## src/rtl/mem_alu_pkg.sv

```systemverilog
// mem_alu_pkg: shared definitions for the memory-to-memory ALU.
//   - opcode encodings OP_ADD..OP_ILL
//   - FSM state encoding (2 bits)
//   - bit positions of C, Z and N inside the 3-bit flags vector
//   - instruction field extraction helpers, parametrised by the address width
package mem_alu_pkg;

  localparam logic [3:0] OP_ADD = 4'h0;
  localparam logic [3:0] OP_SUB = 4'h1;
  localparam logic [3:0] OP_AND = 4'h2;
  localparam logic [3:0] OP_OR  = 4'h3;
  localparam logic [3:0] OP_XOR = 4'h4;
  localparam logic [3:0] OP_NOT = 4'h5;
  localparam logic [3:0] OP_SHL = 4'h6;
  localparam logic [3:0] OP_SHR = 4'h7;
  localparam logic [3:0] OP_MOV = 4'h8;
  localparam logic [3:0] OP_ADC = 4'h9;
  localparam logic [3:0] OP_INC = 4'hA;
  localparam logic [3:0] OP_DEC = 4'hB;
  localparam logic [3:0] OP_CMP = 4'hC;
  localparam logic [3:0] OP_NOP = 4'hD;
  localparam logic [3:0] OP_LDI = 4'hE;
  localparam logic [3:0] OP_ILL = 4'hF;

  typedef enum logic [1:0] {
    ST_IDLE  = 2'd0,
    ST_READ  = 2'd1,
    ST_EXEC  = 2'd2,
    ST_WRITE = 2'd3
  } state_t;

  // flags = {C, Z, N}
  localparam int FLAG_N = 0;
  localparam int FLAG_Z = 1;
  localparam int FLAG_C = 2;

  // Field slot numbers within the instruction, counted from the LSB in units of AW.
  localparam int FLD_D = 0;
  localparam int FLD_B = 1;
  localparam int FLD_A = 2;

  // Widest address width the helpers support; callers zero-extend the
  // instruction into MAX_IW bits and cast the returned field down to AW.
  localparam int MAX_AW = 16;
  localparam int MAX_IW = 4 + 3*MAX_AW;

  function automatic logic [3:0] get_op(input logic [MAX_IW-1:0] ins, input int aw);
    return 4'(ins >> (3*aw));
  endfunction

  function automatic logic [MAX_AW-1:0] get_field(input logic [MAX_IW-1:0] ins,
                                                  input int aw, input int slot);
    logic [MAX_IW-1:0] shifted;
    logic [MAX_IW-1:0] mask;
    shifted = ins >> (slot*aw);
    mask    = ~({MAX_IW{1'b1}} << aw);
    return MAX_AW'(shifted & mask);
  endfunction

endpackage

```

## src/rtl/mem_alu_unit_alu_core.sv

```systemverilog
// alu_core: purely combinational ALU for mem_alu_unit.
//   op        : opcode
//   a, b      : source operands
//   imm       : immediate for LDI, already sized to DW
//   cin       : current carry flag (used by ADC)
//   result    : ALU result (0 for NOP / illegal)
//   cout      : new C value; carry for add-type, borrow for sub-type, 0 where C is cleared
//   writes_en : destination word is written
//   flag_mask : per-flag update enable, indexed by FLAG_C/FLAG_Z/FLAG_N
module alu_core
  import mem_alu_pkg::*;
#(
  parameter int DW = 8
) (
  input  logic [3:0]    op,
  input  logic [DW-1:0] a,
  input  logic [DW-1:0] b,
  input  logic [DW-1:0] imm,
  input  logic          cin,
  output logic [DW-1:0] result,
  output logic          cout,
  output logic          writes_en,
  output logic [2:0]    flag_mask
);

  // One extra bit so the MSB is carry-out on add and borrow on subtract.
  logic [DW:0] ext;

  always_comb begin
    result    = '0;
    cout      = 1'b0;
    writes_en = 1'b1;
    flag_mask = 3'b111;
    ext       = '0;
    case (op)
      OP_ADD: begin
        ext    = {1'b0, a} + {1'b0, b};
        result = ext[DW-1:0];
        cout   = ext[DW];
      end
      OP_SUB: begin
        ext    = {1'b0, a} - {1'b0, b};
        result = ext[DW-1:0];
        cout   = ext[DW];
      end
      OP_AND: result = a & b;
      OP_OR:  result = a | b;
      OP_XOR: result = a ^ b;
      OP_NOT: result = ~a;
      OP_SHL: begin
        result = {a[DW-2:0], 1'b0};
        cout   = a[DW-1];
      end
      OP_SHR: begin
        result = {1'b0, a[DW-1:1]};
        cout   = a[0];
      end
      OP_MOV: result = a;
      OP_ADC: begin
        ext    = {1'b0, a} + {1'b0, b} + {{DW{1'b0}}, cin};
        result = ext[DW-1:0];
        cout   = ext[DW];
      end
      OP_INC: begin
        ext    = {1'b0, a} + {{DW{1'b0}}, 1'b1};
        result = ext[DW-1:0];
        cout   = ext[DW];
      end
      OP_DEC: begin
        ext    = {1'b0, a} - {{DW{1'b0}}, 1'b1};
        result = ext[DW-1:0];
        cout   = ext[DW];
      end
      OP_CMP: begin
        ext       = {1'b0, a} - {1'b0, b};
        result    = ext[DW-1:0];
        cout      = ext[DW];
        writes_en = 1'b0;
      end
      OP_LDI: result = imm;
      default: begin
        // NOP and illegal: no write, flags untouched
        writes_en = 1'b0;
        flag_mask = 3'b000;
      end
    endcase
  end

endmodule

```

## src/rtl/mem_alu_unit.sv

```systemverilog
// mem_alu_unit: memory-to-memory ALU with a DEPTH x DW scratch memory.
// One instruction {op, a, b, d} per handshake; reads mem[a] and mem[b],
// computes, writes mem[d]. Four cycles per instruction.
//   clk, rst          : clock, synchronous active-high reset
//   instr_valid/instr : instruction handshake input (instr sampled only in IDLE)
//   instr_ready       : high in IDLE
//   op_a, op_b        : registered source operands
//   result            : registered ALU result
//   flags             : {C, Z, N}
//   done, illegal     : one-cycle retire pulse; illegal accompanies done for op 0xF
//   memory            : flattened memory image, word i at [i*DW +: DW]
//
// state    | meaning
// ---------+-------------------------------------------------------
// ST_IDLE  | ready; latch instr when instr_valid
// ST_READ  | capture op_a = mem[a], op_b = mem[b]
// ST_EXEC  | register result and next flags, raise done/illegal
// ST_WRITE | write mem[d] if the op writes, commit flags, drop done
module mem_alu_unit
  import mem_alu_pkg::*;
#(
  parameter  int DW    = 8,
  parameter  int AW    = 4,
  localparam int IW    = 4 + 3*AW,
  localparam int DEPTH = 2**AW
) (
  input  logic                clk,
  input  logic                rst,
  input  logic                instr_valid,
  input  logic [IW-1:0]       instr,
  output logic                instr_ready,
  output logic [DW-1:0]       op_a,
  output logic [DW-1:0]       op_b,
  output logic [DW-1:0]       result,
  output logic [2:0]          flags,
  output logic                done,
  output logic                illegal,
  output logic [DW*DEPTH-1:0] memory
);

  state_t        state;
  logic [IW-1:0] instr_q;
  logic [DW-1:0] mem [DEPTH];
  logic [2:0]    flags_nx;
  logic          wr_pend;

  logic [3:0]    op_f;
  logic [AW-1:0] a_f;
  logic [AW-1:0] b_f;
  logic [AW-1:0] d_f;
  logic [DW-1:0] imm;

  logic [DW-1:0] alu_res;
  logic          alu_cout;
  logic          alu_wr;
  logic [2:0]    alu_mask;
  logic [2:0]    alu_flags;

  assign op_f = get_op(MAX_IW'(instr_q), AW);
  assign a_f  = AW'(get_field(MAX_IW'(instr_q), AW, FLD_A));
  assign b_f  = AW'(get_field(MAX_IW'(instr_q), AW, FLD_B));
  assign d_f  = AW'(get_field(MAX_IW'(instr_q), AW, FLD_D));

  // LDI immediate is the raw {a,b} field pair, zero-extended or truncated to DW.
  assign imm = DW'({a_f, b_f});

  assign instr_ready = (state == ST_IDLE);

  alu_core #(.DW(DW)) u_alu (
    .op        (op_f),
    .a         (op_a),
    .b         (op_b),
    .imm       (imm),
    .cin       (flags[FLAG_C]),
    .result    (alu_res),
    .cout      (alu_cout),
    .writes_en (alu_wr),
    .flag_mask (alu_mask)
  );

  always_comb begin
    alu_flags         = '0;
    alu_flags[FLAG_C] = alu_cout;
    alu_flags[FLAG_Z] = (alu_res == '0);
    alu_flags[FLAG_N] = alu_res[DW-1];
  end

  for (genvar i = 0; i < DEPTH; i++) begin : g_mem_out
    assign memory[i*DW +: DW] = mem[i];
  end

  always_ff @(posedge clk) begin
    if (rst) begin
      state    <= ST_IDLE;
      instr_q  <= '0;
      op_a     <= '0;
      op_b     <= '0;
      result   <= '0;
      flags    <= '0;
      flags_nx <= '0;
      wr_pend  <= 1'b0;
      done     <= 1'b0;
      illegal  <= 1'b0;
      for (int i = 0; i < DEPTH; i++) mem[AW'(i)] <= '0;
    end else begin
      case (state)
        ST_IDLE: begin
          if (instr_valid) begin
            instr_q <= instr;
            state   <= ST_READ;
          end
        end
        ST_READ: begin
          op_a  <= mem[a_f];
          op_b  <= mem[b_f];
          state <= ST_EXEC;
        end
        ST_EXEC: begin
          result   <= alu_res;
          // Masked-off flags keep their current value.
          flags_nx <= (alu_mask & alu_flags) | (~alu_mask & flags);
          wr_pend  <= alu_wr;
          done     <= 1'b1;
          illegal  <= (op_f == OP_ILL);
          state    <= ST_WRITE;
        end
        ST_WRITE: begin
          if (wr_pend) mem[d_f] <= result;
          flags   <= flags_nx;
          done    <= 1'b0;
          illegal <= 1'b0;
          state   <= ST_IDLE;
        end
        default: state <= ST_IDLE;
      endcase
    end
  end

endmodule
```

## config.mk

```make
export PLATFORM = sky130hd
export DESIGN_NAME = mem_alu_unit
export DESIGN_NICKNAME = d
export VERILOG_FILES = /design/src/rtl/mem_alu_pkg.sv /design/src/rtl/mem_alu_unit_alu_core.sv /design/src/rtl/mem_alu_unit.sv
export SDC_FILE = /design/constraint.sdc
export NUM_CORES = 1
export LEC_CHECK = 0
export CAP_MARGIN = 15
export CORE_MARGIN = 2
export CORE_UTILIZATION = 25
export CTS_CLUSTER_DIAMETER = 150
export DETAILED_ROUTE_END_ITERATION = 16
export SYNTH_ARGS = -nofsm -noshare
export SYNTH_HDL_FRONTEND = slang
export SYNTH_SLANG_ARGS = --single-unit
export TNS_END_PERCENT = 5
```

## constraint.sdc

```tcl
create_clock -name clk -period 4.3 [get_ports clk]
set_input_delay 0.645 -clock clk [delete_from_list [all_inputs] [get_ports clk]]
set_output_delay 0.645 -clock clk [all_outputs]
set_load 0.02 [all_outputs]
```

# Yosys cells after proc, flatten, opt, wreduce, memory -nomap -nowiden
# Memories as Yosys holds them, arrays and structs flattened. A register that Yosys moved wholly into a read port is not among the register bits.
# Index checks and enable logic that the tools add are counted.
dict set report op_classes {
  n_bitwise 8
  mux 17
  n_reduce_logical 9
  addsub 5
  eq_ne 18
}
# operator count
set ops {}
lappend ops {{$pmux W8 S13} 1}
lappend ops {{$eq A4 B4 Y1 const B} 7}
lappend ops {{$eq A4 B3 Y1 const B} 4}
lappend ops {{$reduce_or A14 Y1} 1}
lappend ops {{$reduce_or A13 Y1} 1}
lappend ops {{$add A8 B1 Y9 const B} 1}
lappend ops {{$add A8 B8 Y9} 1}
lappend ops {{$add A9 B1 Y9} 1}
lappend ops {{$sub A8 B1 Y9 const B} 1}
lappend ops {{$sub A8 B8 Y9} 1}
lappend ops {{$and A8 B8 Y8} 1}
lappend ops {{$eq A4 B2 Y1 const B} 2}
lappend ops {{$logic_not A8 Y1} 1}
lappend ops {{$mux W1} 8}
lappend ops {{$mux W8} 1}
lappend ops {{$not A8 Y8} 1}
lappend ops {{$or A8 B8 Y8} 1}
lappend ops {{$pmux W2 S4} 1}
lappend ops {{$reduce_or A8 Y1} 1}
lappend ops {{$xor A8 B8 Y8} 1}
lappend ops {{$pmux W1 S7} 1}
lappend ops {{$and A3 B3 Y3} 2}
lappend ops {{$eq A2 B2 Y1 const B} 2}
lappend ops {{$eq A4 B1 Y1 const B} 1}
lappend ops {{13 further kinds} 14}
dict set report totals {
  elab_cells 66
  memories 1
  register_bits 35
  input_bits 19
  ram_bits 128
  output_inout_bits 158
}
# name words word_bits rd rd_ports_with_merged_regs wr line
set memory_table {}
lappend memory_table {mem 16 8 18 2 16 mem_alu_unit.sv:43} ;# logic [DW-1:0] mem [DEPTH];

# Longest topological paths before layout
dict set report depth {
  ltp_word 6
  depth_mapped 13
  depth_no_buf 12
}

# Cells and area by module
# A second synthesis with hierarchy kept.
dict set report hier_totals {
  hier_cells 1127
  hier_area_um2 11334.6
}
# module instances cells_each seq_area_each_um2 area_each_um2
set by_module_without_submodules {}
lappend by_module_without_submodules {mem_alu_unit 1 788 4864.7 8999.9}
lappend by_module_without_submodules {alu_core 1 339 0.0 2334.7}

# Worst setup path before layout
# OpenSTA, ideal clock, no wires.
dict set report synth_timing {
  kind {flip-flop to flip-flop}
  from {register op_a[1], read port of mem}
  to {register flags_nx[1]}
  t_required_ns 4.240
  path_stages_with_launch 13
  setup_ns 0.060
  slack_ns 1.004
  arrival_ns 3.236
  synth_period_minus_slack_ns 3.296
  n_path_buf 1
  path_cell_list {dfxtp_1 clkbuf_1 inv_1 fa_1 inv_1 ha_1 xor2_1 a221oi_1 a21oi_1 or4_4 nor4_2 a32o_1 a41o_1}
}
dict set report synth_between {
  elab_chain_cells 6
  elab_cells_between_ends 13
  cone_classes {add/sub: 5; mux: 1; bitwise: 6; reduce/logical: 1}
}
# element line
set synth_lines {}
lappend synth_lines {{from (decl)} mem_alu_unit.sv:32} ;# output logic [DW-1:0] op_a,
lappend synth_lines {{$add A8 B8 Y9} {mem_alu_unit_alu_core.sv:37, mem_alu_unit_alu_core.sv:60}}
lappend synth_lines {{$add A9 B1 Y9} mem_alu_unit_alu_core.sv:60} ;# ext = {1'b0, a} + {1'b0, b} + {{DW{1'b0}}, cin};
lappend synth_lines {{$pmux W8 S13 (*)} mem_alu_unit_alu_core.sv:35} ;# case (op)
lappend synth_lines {{$logic_not A8 Y1 (*)} mem_alu_unit.sv:84} ;# alu_flags[FLAG_Z] = (alu_res == '0);
lappend synth_lines {{$and A3 B3 Y3 (*)} mem_alu_unit.sv:121} ;# flags_nx <= (alu_mask & alu_flags) | (~alu_mask & flags);
lappend synth_lines {{$or A3 B3 Y3 (*)} mem_alu_unit.sv:121}
lappend synth_lines {{to (signal assigned)} mem_alu_unit.sv:121}
lappend synth_lines {{to (decl)} mem_alu_unit.sv:44} ;# logic [2:0] flags_nx;
# Mark *: on every way between the ends. The rest lies on a longest branch, timed or not.
# A chain may end at the register's enable or synchronous reset.

# Worst setup path after layout
dict set report layout_timing {
  from {register op_a[1], read port of mem}
  to {register result[7]}
}
dict set report layout_between {
  elab_chain_cells 3
  elab_cells_between_ends 6
  cone_classes {add/sub: 5; mux: 1}
}
# element line
set layout_lines {}
lappend layout_lines {{$add A8 B8 Y9} {mem_alu_unit_alu_core.sv:37, mem_alu_unit_alu_core.sv:60}}
lappend layout_lines {{$add A9 B1 Y9} mem_alu_unit_alu_core.sv:60}
lappend layout_lines {{$pmux W8 S13 (*)} mem_alu_unit_alu_core.sv:35}
lappend layout_lines {{to (signal assigned)} mem_alu_unit.sv:119} ;# result <= alu_res;
lappend layout_lines {{to (decl)} mem_alu_unit.sv:34} ;# output logic [DW-1:0] result,
# Marks and branches as above.

==> key figures <==
Pwr
  • Peak supply drop: 319 uV
  • Lkg Pwr: 4.77 nW
  • Power Density: 470 nW/um^2
  • Design Power: 6.52 mW

Drt
  • Drt total wl: 43000 um
  • Vias: 8839
  • Via/cell ratio: 5.17
  • Detailed-route DRC error count: 0
  • First-pass DRT Iterations: 6
  • Drt first-iter violations: 1079
  • Antenna-violating nets left: 0
  • DR WL/cell: 25.2 um

Finish
  • Most frequent cells in the layout: clkdlybuf4s50_1, and2_1, edfxtp_1
  • Layout cell share with drive strength beyond 1: 14.5%
  • Area growth syn-to-layout: 28.0%
  • Commonest non-fill, non-tap cell in the layout: clkdlybuf4s50_1
  • Final #Nets: 1165
  • Ant diodes: 0

Clock tree
  • TritonCTS Buffers: 17
  • Post-CTS sizing: 0
  • Clock Tree Root: clkbuf_16
  • CTS clk-pin slew, worst paths: 0.07 ns
  • Setup Fix Bufs, Post-CTS: 0
  • Hold_buf cts: 0
  • Worst-skew pair later-pin latency: 0.45 ns
  • H-tree lvl count: 4
  • CTS tree: built
  • Max Buffers Root-to-Sink: 2
  • Sink Count: 179

Timing
  • Fin Clk Skew: 0.0108 ns
  • RSZ-0062 raised after global routing: false
  • Relative slew slack: 26.3%
  • Hold violation count in the final report: 0
  • Slew Limit Fails: 0
  • Setup_tns: 0 ns
  • Fin crit period: 3.68 ns
  • Period Utilization, post-route: 85.5%
  • Peak Freq: 272 MHz
  • # setup viols final: 0
  • Setup slack after layout: 0.623 ns
  • Tightest Pin Transition: 1.09 ns

Synth
  • Avg Synthesized Cell Area: 11.4 sq um
  • Xor and xnor fraction of the mapped netlist area: 1.37%
  • Mux contribution to synthesized area: 18.9%
  • Register area share after synthesis: 44.9%
  • Library cells used by synthesis: 66
  • Synth top area share: 35.4%
  • Main synth FF type: edfxtp_1
  • Adder-Cell Fraction of Synth Area: 4.06%
  • Warnings, synthesis: 0
  • Post-Synth Simple-Gate Area: 17.8%
  • Synthesis-stage register bit count: 179
  • Synth area leaders: edfxtp_1, mux4_2, dfxtp_1
  • Synth area leader: edfxtp_1
  • Largest family of logic cells by synthesized area: multiplexers
  • Synth Net Count: 1005
  • Async S/R FF share, synth: 0%
  • Synth Area in Compound Gates: 9.17%
  • Mapped Area: 10800 sq um
  • Syn Inst Count: 952
  • Post-synth EDFFs: 128

Critical path
  • Flop2flop setup slack: 0.62 ns
  • Crit path launch type: flip-flop
  • CP Capture Type: flip-flop
  • R2R cell count: 10
  • CP Class: flip-flop to flip-flop
  • Slowest cell on the critical path: dfxtp_1
  • Crit path DAT: 3.99 ns
  • Crit. Startpoint: op_a[1]
  • Worst R2R Start: op_a[1]
  • CP cell instances: inv_1, fa_1, nand2b_1, a2111oi_0, a211o_1, nor4b_1, nand2b_1, xnor2_1, a211oi_1, a211oi_1
  • Worst-path fanout max: 14
  • WP data required: 4.61 ns
  • CP max stage delay: 0.67 ns
  • Setup crit end: result[7]
  • Worst r2r dst: result[7]

Run status
  • Status: finished clean

Global routing
  • Global-route wire length before repair: 61700 um
  • Gr usage total: 19.2%
  • Pin count of the biggest net entering global routing: 44
  • Global route overflow: 0
  • Initial antenna violation count: 0
  • Vias in the first global route: 8712

Floorplan
  • Core box area: 43000 sq um
  • Die area: 45100 sq um
  • Rows: 76
  • Die X: 212 um
  • Die height: 212 um
  • IO Pins: 177
  • Initial Util: 25.2%

Placed design
  • I/O Buffers: 176
  • Pre-CTS WS: 0.677 ns
  • Global placer's final weighted congestion: 0.920
  • Detailed Place HPWL: 32600 um

Worst hold path
  • Worst hold path type: flip-flop to flip-flop

Flow run
  • Max cap viols: 0
==> how the worst min path moves through the flow <==
stage	startpoint	end	cells after the start	slack [ns]
2_1_floorplan	flags_nx[2]	flags_nx[2]	2	0.45
3_3_place_gp	done	done	2	0.47
3_5_place_dp	flags_nx[2]	flags_nx[2]	2	0.47
4_1_cts	flags_nx[2]	flags_nx[2]	2	0.49
5_1_grt	flags_nx[2]	flags_nx[2]	2	0.51
6_report	flags_nx[2]	flags_nx[2]	2	0.49
==> Yosys cell counts, drive strengths merged (8+ instances only) <==
library cell,n
nor3,23
and2,131
a21oi,37
a211oi,8
and3,9
a22oi,8
edfxtp,128
clkbuf,50
nor2,76
o22ai,8
nor2b,10
nand2b,14
xnor2,13
mux2i,24
buf,23
mux4,80
nand3,9
ha,32
inv,30
o211ai,8
nand2,59
o21ai,32
dfxtp,51
==> worst max-delay path: cells and delay by family, from the launching register on <==
family | cells | cell delay [ns]
XOR/XNOR | 1 | 0.14
adder cells (fa/ha/maj) | 1 | 0.52
buffers and inverters | 1 | 0.23
AO/OA/AOI/OAI | 4 | 1.26
flip-flops | 1 | 0.67
AND/OR/NAND/NOR | 3 | 0.70
==> sequential cells by signal (all words and copies together), names as in the netlist, 2 cells and up <==
signal / cells
flags: 3
result: 8
state: 2
instr_q: 16
flags_nx: 3
op_b: 8
mem: 128
op_a: 8
==> report_power, final <==
part	total (mW)	internal, mW	switching [mW]	leakage [nW]
combinational	2.60	1.09	1.50	2.76
clock	1.53	0.765	0.764	0.268
sequential	2.40	2.00	0.395	1.74
==> layer usage <==
layer  GRT usage, %  wire, um
met1           25.3     17900
met2           31.5     20400
met3           3.37      3360
met4           7.57      1430
met5              0         0
==> layout make-up <==
cell class                      count  area, sq um
Fill cell                        4402        29100
Multi-Input combinational cell    669         5570
Sequential cell                   179         4870
Timing Repair Buffer              214         2040
Tap cell                          585          732
Clock buffer                       17          425
Clock inverter                     15          131
Inverter                           31          116
==> logic make-up after synthesis <==
family | after synthesis
buf+inv | 104
xor+xnor | 17
compound gates | 150
fa+ha+maj | 34
mux | 105
simple gates | 363
flops | 179
==> metrics by stage <==
stage               area, sq um  util [%]  hold slack, ns  std cells
global route              13900      32.3           0.509       1710
finish                    13900      32.3           0.489       1710
CTS                       13900      32.3           0.486       1709
detailed placement        13300      31.0           0.474       1677
floorplan                 10800         -           0.453        952
global placement          13300      31.0           0.468       1677
No activity file was read; power rests on OpenSTA's default activity.
